--- config.mk ---
export PLATFORM = sky130hd
export DESIGN_NAME = fifo_reg_array_sc_flags
export DESIGN_NICKNAME = d
export VERILOG_FILES = /design/src/rtl/fifo_reg_array_sc_flags.sv
export SDC_FILE = /design/constraint.sdc
export NUM_CORES = 1
export LEC_CHECK = 0
export BUFFER_PORTS_ARGS = -buffer_cell sky130_fd_sc_hd__buf_2
export CAP_MARGIN = 10
export CORE_MARGIN = 2
export CORE_UTILIZATION = 50
export DETAILED_ROUTE_END_ITERATION = 8
export PLACE_DENSITY = 0.78
export SYNTH_ARGS = -nofsm -noshare
export SYNTH_HDL_FRONTEND = slang
export SYNTH_SLANG_ARGS = --single-unit
--- constraint.sdc ---
create_clock -name clk -period 5.8 [get_ports clk]
set_clock_uncertainty 0.2 [all_clocks]
set_input_delay 1.16 -clock clk [delete_from_list [all_inputs] [get_ports clk]]
set_output_delay 1.16 -clock clk [all_outputs]
set_load 0.005 [all_outputs]
--- src/rtl/fifo_reg_array_sc_flags.sv ---
// -----------------------------------------------------------------------------
// fifo_reg_array_sc_flags
//
// Single-clock register-array FIFO with (ADDR_WIDTH+1)-bit pointers, occupancy
// flags, programmable almost-full/almost-empty thresholds, sticky
// overflow/underflow flags, a synchronous flush and an optional peak-depth
// watermark.
//
// Optional feature macro: FIFO_SC_WATERMARK_EN
//   defined   -> peak_depth register tracks the highest post-edge depth
//   undefined -> no register is built, peak_depth is tied to 0
//
// Ports:
//   clk          in   rising-edge clock
//   reset        in   asynchronous, active-high reset
//   clear        in   synchronous flush (pointers, error flags, watermark)
//   wen / ren    in   write / read requests
//   data_in      in   write data
//   data_out     out  head-of-FIFO word (show-ahead, valid when ~empty)
//   depth        out  current occupancy 0..2**ADDR_WIDTH
//   empty, full  out  occupancy flags
//   almost_empty out  depth <= AE_THRESH
//   almost_full  out  depth >= AF_THRESH
//   overflow     out  sticky: write requested while full
//   underflow    out  sticky: read requested while empty
//   peak_depth   out  high-water mark of depth (0 if watermark disabled)
// -----------------------------------------------------------------------------
module fifo_reg_array_sc_flags #(
    parameter int DATA_WIDTH = 16,
    parameter int ADDR_WIDTH = 4,
    parameter int AF_THRESH  = 12,
    parameter int AE_THRESH  = 2
) (
    input  logic                  clk,
    input  logic                  reset,
    input  logic                  clear,
    input  logic                  wen,
    input  logic                  ren,
    input  logic [DATA_WIDTH-1:0] data_in,
    output logic [DATA_WIDTH-1:0] data_out,
    output logic [ADDR_WIDTH:0]   depth,
    output logic                  empty,
    output logic                  full,
    output logic                  almost_empty,
    output logic                  almost_full,
    output logic                  overflow,
    output logic                  underflow,
    output logic [ADDR_WIDTH:0]   peak_depth
);

    localparam int                 ENTRIES = 1 << ADDR_WIDTH;
    localparam logic [ADDR_WIDTH:0] CAP_V  = (ADDR_WIDTH+1)'(ENTRIES);
    localparam logic [ADDR_WIDTH:0] AF_V   = (ADDR_WIDTH+1)'(AF_THRESH);
    localparam logic [ADDR_WIDTH:0] AE_V   = (ADDR_WIDTH+1)'(AE_THRESH);

    logic [DATA_WIDTH-1:0] mem_q [ENTRIES];

    logic [ADDR_WIDTH:0] wrptr_q, wrptr_d;
    logic [ADDR_WIDTH:0] rdptr_q, rdptr_d;
    logic                overflow_q, overflow_d;
    logic                underflow_q, underflow_d;

    logic wenq;
    logic renq;
    logic mem_we;

    // Occupancy is the modular pointer difference; the extra pointer bit
    // distinguishes full (difference = ENTRIES) from empty (difference = 0).
    assign depth        = wrptr_q - rdptr_q;
    assign empty        = (depth == '0);
    assign full         = (depth == CAP_V);
    assign almost_full  = (depth >= AF_V);
    assign almost_empty = (depth <= AE_V);

    assign wenq   = wen & ~full;
    assign renq   = ren & ~empty;
    // A flush discards the concurrent write as well.
    assign mem_we = wenq & ~clear;

    assign data_out  = mem_q[rdptr_q[ADDR_WIDTH-1:0]];
    assign overflow  = overflow_q;
    assign underflow = underflow_q;

    always_comb begin
        wrptr_d     = wrptr_q;
        rdptr_d     = rdptr_q;
        overflow_d  = overflow_q;
        underflow_d = underflow_q;
        if (clear) begin
            wrptr_d     = '0;
            rdptr_d     = '0;
            overflow_d  = 1'b0;
            underflow_d = 1'b0;
        end else begin
            if (wenq) wrptr_d = wrptr_q + 1'b1;
            if (renq) rdptr_d = rdptr_q + 1'b1;
            // Error flags look at the raw request against the pre-edge state.
            if (wen & full)  overflow_d  = 1'b1;
            if (ren & empty) underflow_d = 1'b1;
        end
    end

    always_ff @(posedge clk or posedge reset) begin
        if (reset) begin
            wrptr_q     <= '0;
            rdptr_q     <= '0;
            overflow_q  <= 1'b0;
            underflow_q <= 1'b0;
        end else begin
            wrptr_q     <= wrptr_d;
            rdptr_q     <= rdptr_d;
            overflow_q  <= overflow_d;
            underflow_q <= underflow_d;
        end
    end

    // Storage is deliberately left out of reset and flush.
    always_ff @(posedge clk) begin
        if (mem_we) begin
            mem_q[wrptr_q[ADDR_WIDTH-1:0]] <= data_in;
        end
    end

`ifdef FIFO_SC_WATERMARK_EN
    logic [ADDR_WIDTH:0] next_depth;
    logic [ADDR_WIDTH:0] peak_q, peak_d;

    // Track the depth that will hold after this edge, so the watermark is
    // current in the same cycle as depth itself.
    assign next_depth = wrptr_d - rdptr_d;

    always_comb begin
        peak_d = peak_q;
        if (clear) begin
            peak_d = '0;
        end else if (next_depth > peak_q) begin
            peak_d = next_depth;
        end
    end

    always_ff @(posedge clk or posedge reset) begin
        if (reset) begin
            peak_q <= '0;
        end else begin
            peak_q <= peak_d;
        end
    end

    assign peak_depth = peak_q;
`else
    assign peak_depth = '0;
`endif

endmodule

Yosys cells after proc, flatten, opt, wreduce, memory -nomap -nowiden

Memories as Yosys holds them, arrays and structs flattened.
Index checks and enable logic that the tools add are counted.

Flip-flop bits (word level): 12
Memory bits (writable): 256
Bits of input ports: 21
Output and inout bits: 32
Word-level logic and storage cells: 34
Memories kept: 1

Add/subtract/negate cells: 3
Order comparisons: 2
Eq/ne operators: 1
Multiplexer cells: 10
Bitwise operators: 8
Reduce and logical (&&, ||, !) cells: 5

Memory list:

| memory | depth | bits a word | rd ports | clocked after memory_dff | wr ports | RTL line | text |
|---|---|---|---|---|---|---|---|
| mem_q  | 16    | 16          | 1        | 0                        | 1        | 56       | `logic [DATA_WIDTH-1:0] mem_q [ENTRIES];` |

Operators by type and width:

| operator                                                               | number |
|---|---|
| 5-bit 2-to-1 mux                                                       | 4 |
| 5-bit by 1-bit adder with 5-bit output (second input constant)         | 2 |
| 2-bit nonzero test                                                     | 4 |
| 1-bit 2-to-1 mux                                                       | 6 |
| 1-bit AND                                                              | 5 |
| 5-bit == test (second input constant)                                  | 1 |
| 5-bit by 4-bit >= comparator with 1-bit output (second input constant) | 1 |
| 5-bit by 2-bit <= comparator with 1-bit output (second input constant) | 1 |
| 5-bit zero test                                                        | 1 |
| 5-bit subtractor                                                       | 1 |
| 1-bit NOT                                                              | 3 |

Logic depth before layout (Yosys ltp)

Gate-level depths: netlist of run 1.

Depth in word-level cells: 7
Gate-level depth with buffers: 11
Gate-level depth less buffers: 9

Worst setup path before layout of run 1

Ideal clock, no wire load.

Path type: register -> register
Start: register rdptr_q[2]
End: memory mem_q[6][0], enable pin
Setup time: 0.436 ns
Arrival: 4.044 ns
Required time: 5.164 ns
Setup slack: 1.119 ns
Stages on the path, launching flop included: 10
Path buffers: 3
Clock period less this slack: 4.681 ns
Cells stage by stage: dfrtp_1 clkbuf_1 inv_1 clkbuf_1 buf_1 ha_1 o2bb2ai_1 mux2i_1 o21ai_2 nor4b_1

Cells in the longest elaborated chain, start to end: 7

RTL lines:

| element                                | RTL line | text |
|---|---|---|
| start, declared                        | 59       | `logic [ADDR_WIDTH:0] rdptr_q, rdptr_d;` |
| start signal, assigned                 | 111      | `rdptr_q <= rdptr_d;` |
| 5-bit subtractor                       | 69       | `assign depth = wrptr_q - rdptr_q;` |
| 5-bit == test                          | 71       | `assign full = (depth == CAP_V);` |
| 1-bit NOT                              | 75       | `assign wenq = wen & ~full;` |
| 1-bit AND                              | 75       |  |
| 1-bit AND                              | 78       | `assign mem_we = wenq & ~clear;` |
| 1-bit 2-to-1 mux                       | 119      | `if (mem_we) begin` |
| 1-bit 2-to-1 mux (implied by the code) | 120      | `mem_q[wrptr_q[ADDR_WIDTH-1:0]] <= data_in;` |
| end, declared                          | 56       |  |

Every way passes these cells.

Worst setup path in the final report of run 1

Start: register rdptr_q[3]
End: output almost_empty

Cells in the longest elaborated chain, start to end: 2

RTL lines:

| element                                        | RTL line | text |
|---|---|---|
| 5-bit subtractor                               | 69       |  |
| 5-bit by 2-bit <= comparator with 1-bit output | 73       | `assign almost_empty = (depth <= AE_V);` |
| end, declared                                  | 44       | `output logic almost_empty,` |

Every way passes these cells.

==> results of run 1 <==
## cell usage after synthesis, types with 2 or more instances
cell and number:
edfxtp_1 256, nand2_1 67, mux4_2 64, nor2_1 20
clkbuf_1 19, a31oi_1 18, and3_1 16, dfrtp_1 12
nand2b_1 10, ha_1 9, inv_1 9, buf_4 8
mux2_1 8, nor4_2 6, buf_2 5, buf_1 4
nor2b_1 4, nor3_1 4, nor4b_1 4, a21oi_1 3
mux2i_1 3, nor4_1 3, nand3_1 2, xor2_1 2
## worst max-delay path, cell delays in order, from the launching register on
cell	delay, ns
dfrtp_1	0.36
buf_4	0.22
inv_1	0.62
ha_1	0.42
nor2_1	0.15
a21oi_2	0.06
xor2_2	0.39
inv_2	0.18
a2111oi_1	0.41
buf_2	0.18
## registers in the layout (all words and copies together) (netlist names)
name and count:
wrptr_q 5, mem_q 256, underflow 1, overflow 1, rdptr_q 5
## cell usage in the layout, fill, tap and decap left out, types with 5 or more instances in the layout
cell         n
conb_1       5
dfrtp_1      9
buf_4       21
edfxtp_1   256
nand2_1     67
buf_2       47
nand2b_1    10
ha_1         9
inv_1        9
a31oi_1     18
nor2_1      20
clkbuf_16   27
clkinv_2     7
nor4_4       6
mux4_2      64
mux2_1       8
and3_1      16
## cell type report
cell class,instances,area (um2),area share [%]
clock inverters,18,203,1.62
repair buffers,71,434,3.47
inverters,11,41.3,0.330
flip-flops and latches,268,7990,63.9
clock buffers,31,691,5.52
well taps,275,344,2.75
multi-input cells,263,2810,22.4
## metrics by stage
stage                     cells  hold slack, ns  util [%]  total power, mW  worst slack [ns]
after floorplan             578           0.286         -             3.21              1.12
after global placement      885           0.274      54.6             3.56              1.55
after detailed placement    885           0.293      54.6             3.60              1.43
after CTS                   934           0.306      58.8             5.34             0.897
after global routing        937           0.345      59.0             5.52             0.664
final                       937           0.294      59.0             5.29             0.929
## report_power, final
part           switching, mW  total [mW]  internal [mW]
clock                  0.701        1.74           1.04
combinational          0.675        1.30          0.621
sequential            0.0803        2.26           2.17
## routing by layer
| layer | GRT usage [%] | wire length [um] | vias to the layer above |
|---|---|---|---|
| met4 | 5.56 | 502 | 0 |
| met5 | 0 | 0 | - |
| met1 | 29.1 | 8870 | 2851 |
| li1 | - | - | 2412 |
| met2 | 33.3 | 11400 | 302 |
| met3 | 3.38 | 2030 | 37 |
## worst paths after layout
check | start | end | slack, ns
max | rdptr_q[3] | almost_empty | 0.93
max reg2reg | rdptr_q[3] | mem_q[11][12] | 1.76
min reg2reg | overflow | overflow | 0.29
max in group asynchronous | reset | rdptr_q[0] | 4.59
min in group asynchronous | reset | overflow | 0.45
min | overflow | overflow | 0.29
## cell families (layout without fill, tap and decap cells)
kind of cell	Yosys count	after routing	synth area share, %
flops	268	268	73.4
simple gates	137	137	6.24
fa+ha+maj	10	10	1.22
buf+inv	47	131	1.95
compound gates	31	31	2.19
xor+xnor	4	4	0.460
other cells	1	5	0.0345
mux	76	76	14.5
==> flow_summary_export.csv, run 1 <==
group,metric,value,unit
finish,fillers,1490,
logic_synthesis,synth-edff-count,256,
timing,finalSetupViolCount,0,
timing,slew_headroom,38.5,%
finish,insertedDiodeCount,0,
detailed_routing,drc,0,
timing,rsz0062_at_grt,"false",
placement,port-buffer-count,47,
floorplanning,die-area,23000,um2
placement,dp_hpwl,12900,um
clocking,clock_path_buffers,3,
clocking,cts_buffers,27,
placement,gp_congestion,0.811,
clocking,clock_sinks,268,
detailed_routing,wirelength,22800,um
floorplanning,core_area,21200,um2
detailed_routing,num_vias,5602,
timing,worst_pin_slew,0.922,ns
run_status,outcome,"finished clean",
logic_synthesis,ys_seq_area_share,73.4,%
finish,fin_area,12500,um2
pwr,power_leakage,4.16,nW
setup_path,start_kind,"flop",
clocking,path_clk_slew,0.06,ns
finish,nNetsFinal,673,
grt,antenna_found_initial,1,
timing,hold_viol_final,0,
grt,grt_use_total,20.4,%
grt,overflow,0,
logic_synthesis,yosys-top-cells-area,"edfxtp_1, mux4_2, dfrtp_1",
setup_path,path_max_fanout,19,
pwr,power_density,423,nW/um2
floorplanning,die_w,152,um
grt,grt_max_degree,53,
clocking,cts_tree,"built",
logic_synthesis,yosysWarnings,0,
clocking,clk_latency,0.52,ns
grt,grt_pass1_vias,5656,
clocking,hold_buffers,0,
setup_path,reg2reg_depth,10,
timing,fmax,205,MHz
hold_path,min_path_type,"reg2reg",
finish,syn_to_final_growth,15.0,%
logic_synthesis,synth_ff_type,"edfxtp_1",
setup_path,critPathKind,"reg2out",
logic_synthesis,synth_cells,574,
detailed_routing,ant_nets,0,
logic_synthesis,avgSynthCellArea,19.0,um2
clocking,cts-root-buf,"clkbuf_16",
clocking,cts_max_level,1,
logic_synthesis,yosysTopAreaCell,"edfxtp_1",
logic_synthesis,yosys_register_bits,268,
timing,setup_tns,0,ns
floorplanning,fp.dieH,152,um
setup_path,cp.arrival,3.51,ns
clocking,post_cts_resized,0,
detailed_routing,via_per_inst,5.98,
flow_run,cap_violations,0,
finish,drive_gt1_share,31.0,%
timing,finalCritPeriodShare,84.0,%
placement,placed_area,11600,um2
floorplanning,start_util,51.3,%
hold_path,hold_path_depth,2,
logic_synthesis,ys_types,42,
detailed_routing,drt_first_pass_iters,5,
pwr,max-vdd-ir-drop,0.000282,V
floorplanning,std_cell_rows,53,
detailed_routing,drt-initial-drc-count,597,
timing,slew_violations,0,
setup_path,crit_required,4.44,ns
logic_synthesis,async_reset_ff_share,4.48,%
setup_path,end_kind,"primary output",
logic_synthesis,syn_area,10900,um2
logic_synthesis,synth_top_area_share,70.7,%
grt,grt_pass1_wl,34300,um
timing,finalCriticalPeriod,4.87,ns
clocking,post-cts-setup-buffers,0,
floorplanning,ioPinCount,53,
detailed_routing,wl_per_cell,24.4,um
Note: power is estimated with default switching activity, not from simulation.
==> run 2, diff against run 1 <==
PLACE_DENSITY = 0.81   (was 0.78)
clock period = 4.1 ns   (was 5.8 ns; I/O delays follow)
==> run 2 against run 1 <==
Against the previous run:
- core utilization rose by 0.071 points
- sequential power rose by 38%
- via count rose by 1.2%
- worst setup slack got worse by 0.76 ns
- register-to-register slack got worse by 1.2 ns
- first-iteration DRC count rose by 15%
- combinational power rose by 52%
- largest cell class unchanged
==> flow_summary_export.csv, run 2 (synthesized netlist as in run 1, its figures left out) <==
group,metric,value,unit
run_status,outcome,"finished clean",
detailed_routing,wl_per_cell,24.3,um
setup_path,cp.arrival,2.91,ns
setup_path,crit_required,3.08,ns
detailed_routing,ant_nets,0,
clocking,path_clk_slew,0.06,ns
setup_path,timing.rr.start,"wrptr_q[0]",
placement,gp_congestion,0.864,
detailed_routing,drt_first_pass_iters,5,
grt,grt_pass1_wl,35100,um
setup_path,critPathKind,"reg2out",
clocking,clock_path_buffers,3,
timing,fmax,254,MHz
detailed_routing,num_vias,5670,
clocking,cts_buffers,27,
timing,hold_viol_final,0,
placement,dp_hpwl,13800,um
finish,nNetsFinal,684,
floorplanning,core_area,21200,um2
timing,finalCritPeriodShare,95.9,%
grt,grt_pass1_vias,6027,
setup_path,end_kind,"primary output",
finish,largest_reg_flops,256,
grt,grt_max_degree,69,
finish,layout_commonest_cell,"edfxtp_1",
floorplanning,fp.dieH,152,um
setup_path,reg2reg_depth,10,
finish,syn_to_final_growth,15.1,%
floorplanning,std_cell_rows,53,
setup_path,slowest_stage,"fa_1",
floorplanning,die-area,23000,um2
pwr,power_leakage,4.18,nW
setup_path,critPathMaxStageDelay,0.44,ns
setup_path,start_kind,"flop",
clocking,clk_latency,0.52,ns
floorplanning,die_w,152,um
floorplanning,start_util,51.3,%
grt,overflow,0,
placement,port-buffer-count,47,
timing,slew_violations,0,
timing,rsz0062_at_grt,"false",
setup_path,r2r_end,"mem_q[4][6]",
finish,insertedDiodeCount,0,
clocking,cts-root-buf,"clkbuf_16",
hold_path,min_path_type,"in2async",
detailed_routing,via_per_inst,5.99,
clocking,clock_sinks,268,
finish,layout_common_cells,"edfxtp_1, nand2_1, mux4_2",
grt,grt_use_total,20.8,%
detailed_routing,wirelength,23000,um
timing,slew_headroom,52.5,%
timing,setup_tns,0,ns
finish,fin_area,12500,um2
setup_path,r2r_setup_slack,0.57,ns
clocking,cts_tree,"built",
timing,worst_pin_slew,0.712,ns
clocking,cts_max_level,1,
detailed_routing,drc,0,
placement,placed_area,11700,um2
detailed_routing,drt-initial-drc-count,685,
pwr,power_density,591,nW/um2
timing,finalSetupViolCount,0,
flow_run,cap_violations,0,
finish,drive_gt1_share,31.4,%
grt,antenna_found_initial,0,
floorplanning,ioPinCount,53,
setup_path,path_max_fanout,9,
timing,finalCriticalPeriod,3.93,ns
setup_path,cp_cell_sequence,"inv_1 > ha_1 > fa_1 > nand2b_1 > a21oi_2 > xor2_2 > inv_2 > a2111oi_2 > buf_2",
pwr,max-vdd-ir-drop,0.000408,V
==> run 2: critical path, delay by kind of cell (launching register included) <==
| kind | cells | cell delay (ns) |
|---|---|---|
| compound gates | 2 | 0.50 |
| xor+xnor | 1 | 0.18 |
| fa+ha+maj | 2 | 0.68 |
| buf+inv | 3 | 0.40 |
| flops | 1 | 0.43 |
| simple gates | 1 | 0.19 |
==> run 2: worst max path at each step <==
stage          slack [ns]      endpoint       start
2_1_floorplan       -0.58   mem_q[6][0]  rdptr_q[2]
3_3_place_gp         0.76  almost_empty  wrptr_q[0]
3_5_place_dp         0.63  mem_q[7][15]  wrptr_q[0]
4_1_cts              0.12  almost_empty  wrptr_q[0]
5_1_grt             0.006  almost_empty  wrptr_q[0]
6_report             0.17  almost_empty  wrptr_q[0]
==> run 2: metal layers <==
metal	vias up	wire [um]	GRT usage, %
met3	56	1770	3.68
met5	-	0	0
met2	265	11400	33.8
met4	0	688	7.69
li1	2427	-	-
met1	2922	9140	28.6
==> run 2: layout make-up <==
cell class                 instances  area [um2]
fill                            1497        8690
sequential                       268        7990
multi-input combinational        263        2810
clock buffer                      38         727
timing repair buffer              82         510
tap                              275         344
clock inverter                     9         100
inverter                          11        41.3
==> run 2: metrics by stage <==
step           instances  setup WS [ns]  util, %  hold WS, ns  power [mW]
2_1_floorplan        578         -0.581        -        0.286        4.54
3_3_place_gp         899          0.755     55.1        0.295        5.09
3_5_place_dp         899          0.630     55.1        0.318        5.14
4_1_cts              946          0.121     59.0        0.134        7.45
5_1_grt              946        0.00610     59.0        0.134        7.72
6_report             946          0.167     59.0        0.122        7.40
==> run 2: repair_timing <==
| item | CTS | global route |
|---|---|---|
| resized for setup | 0 | 1 |
| setup endpoints to repair | 0 | 1 |
| hold buffers | 0 | 0 |
| hold endpoints to repair | 0 | 0 |
| buffers inserted | 0 | 0 |
==> run 2: power breakdown <==
group	switching [mW]	internal (mW)	leakage [nW]
Clock	0.953	1.36	0.402
Combinational	1.06	0.922	1.31
Sequential	0.0364	3.08	2.47
Total	2.05	5.36	4.18
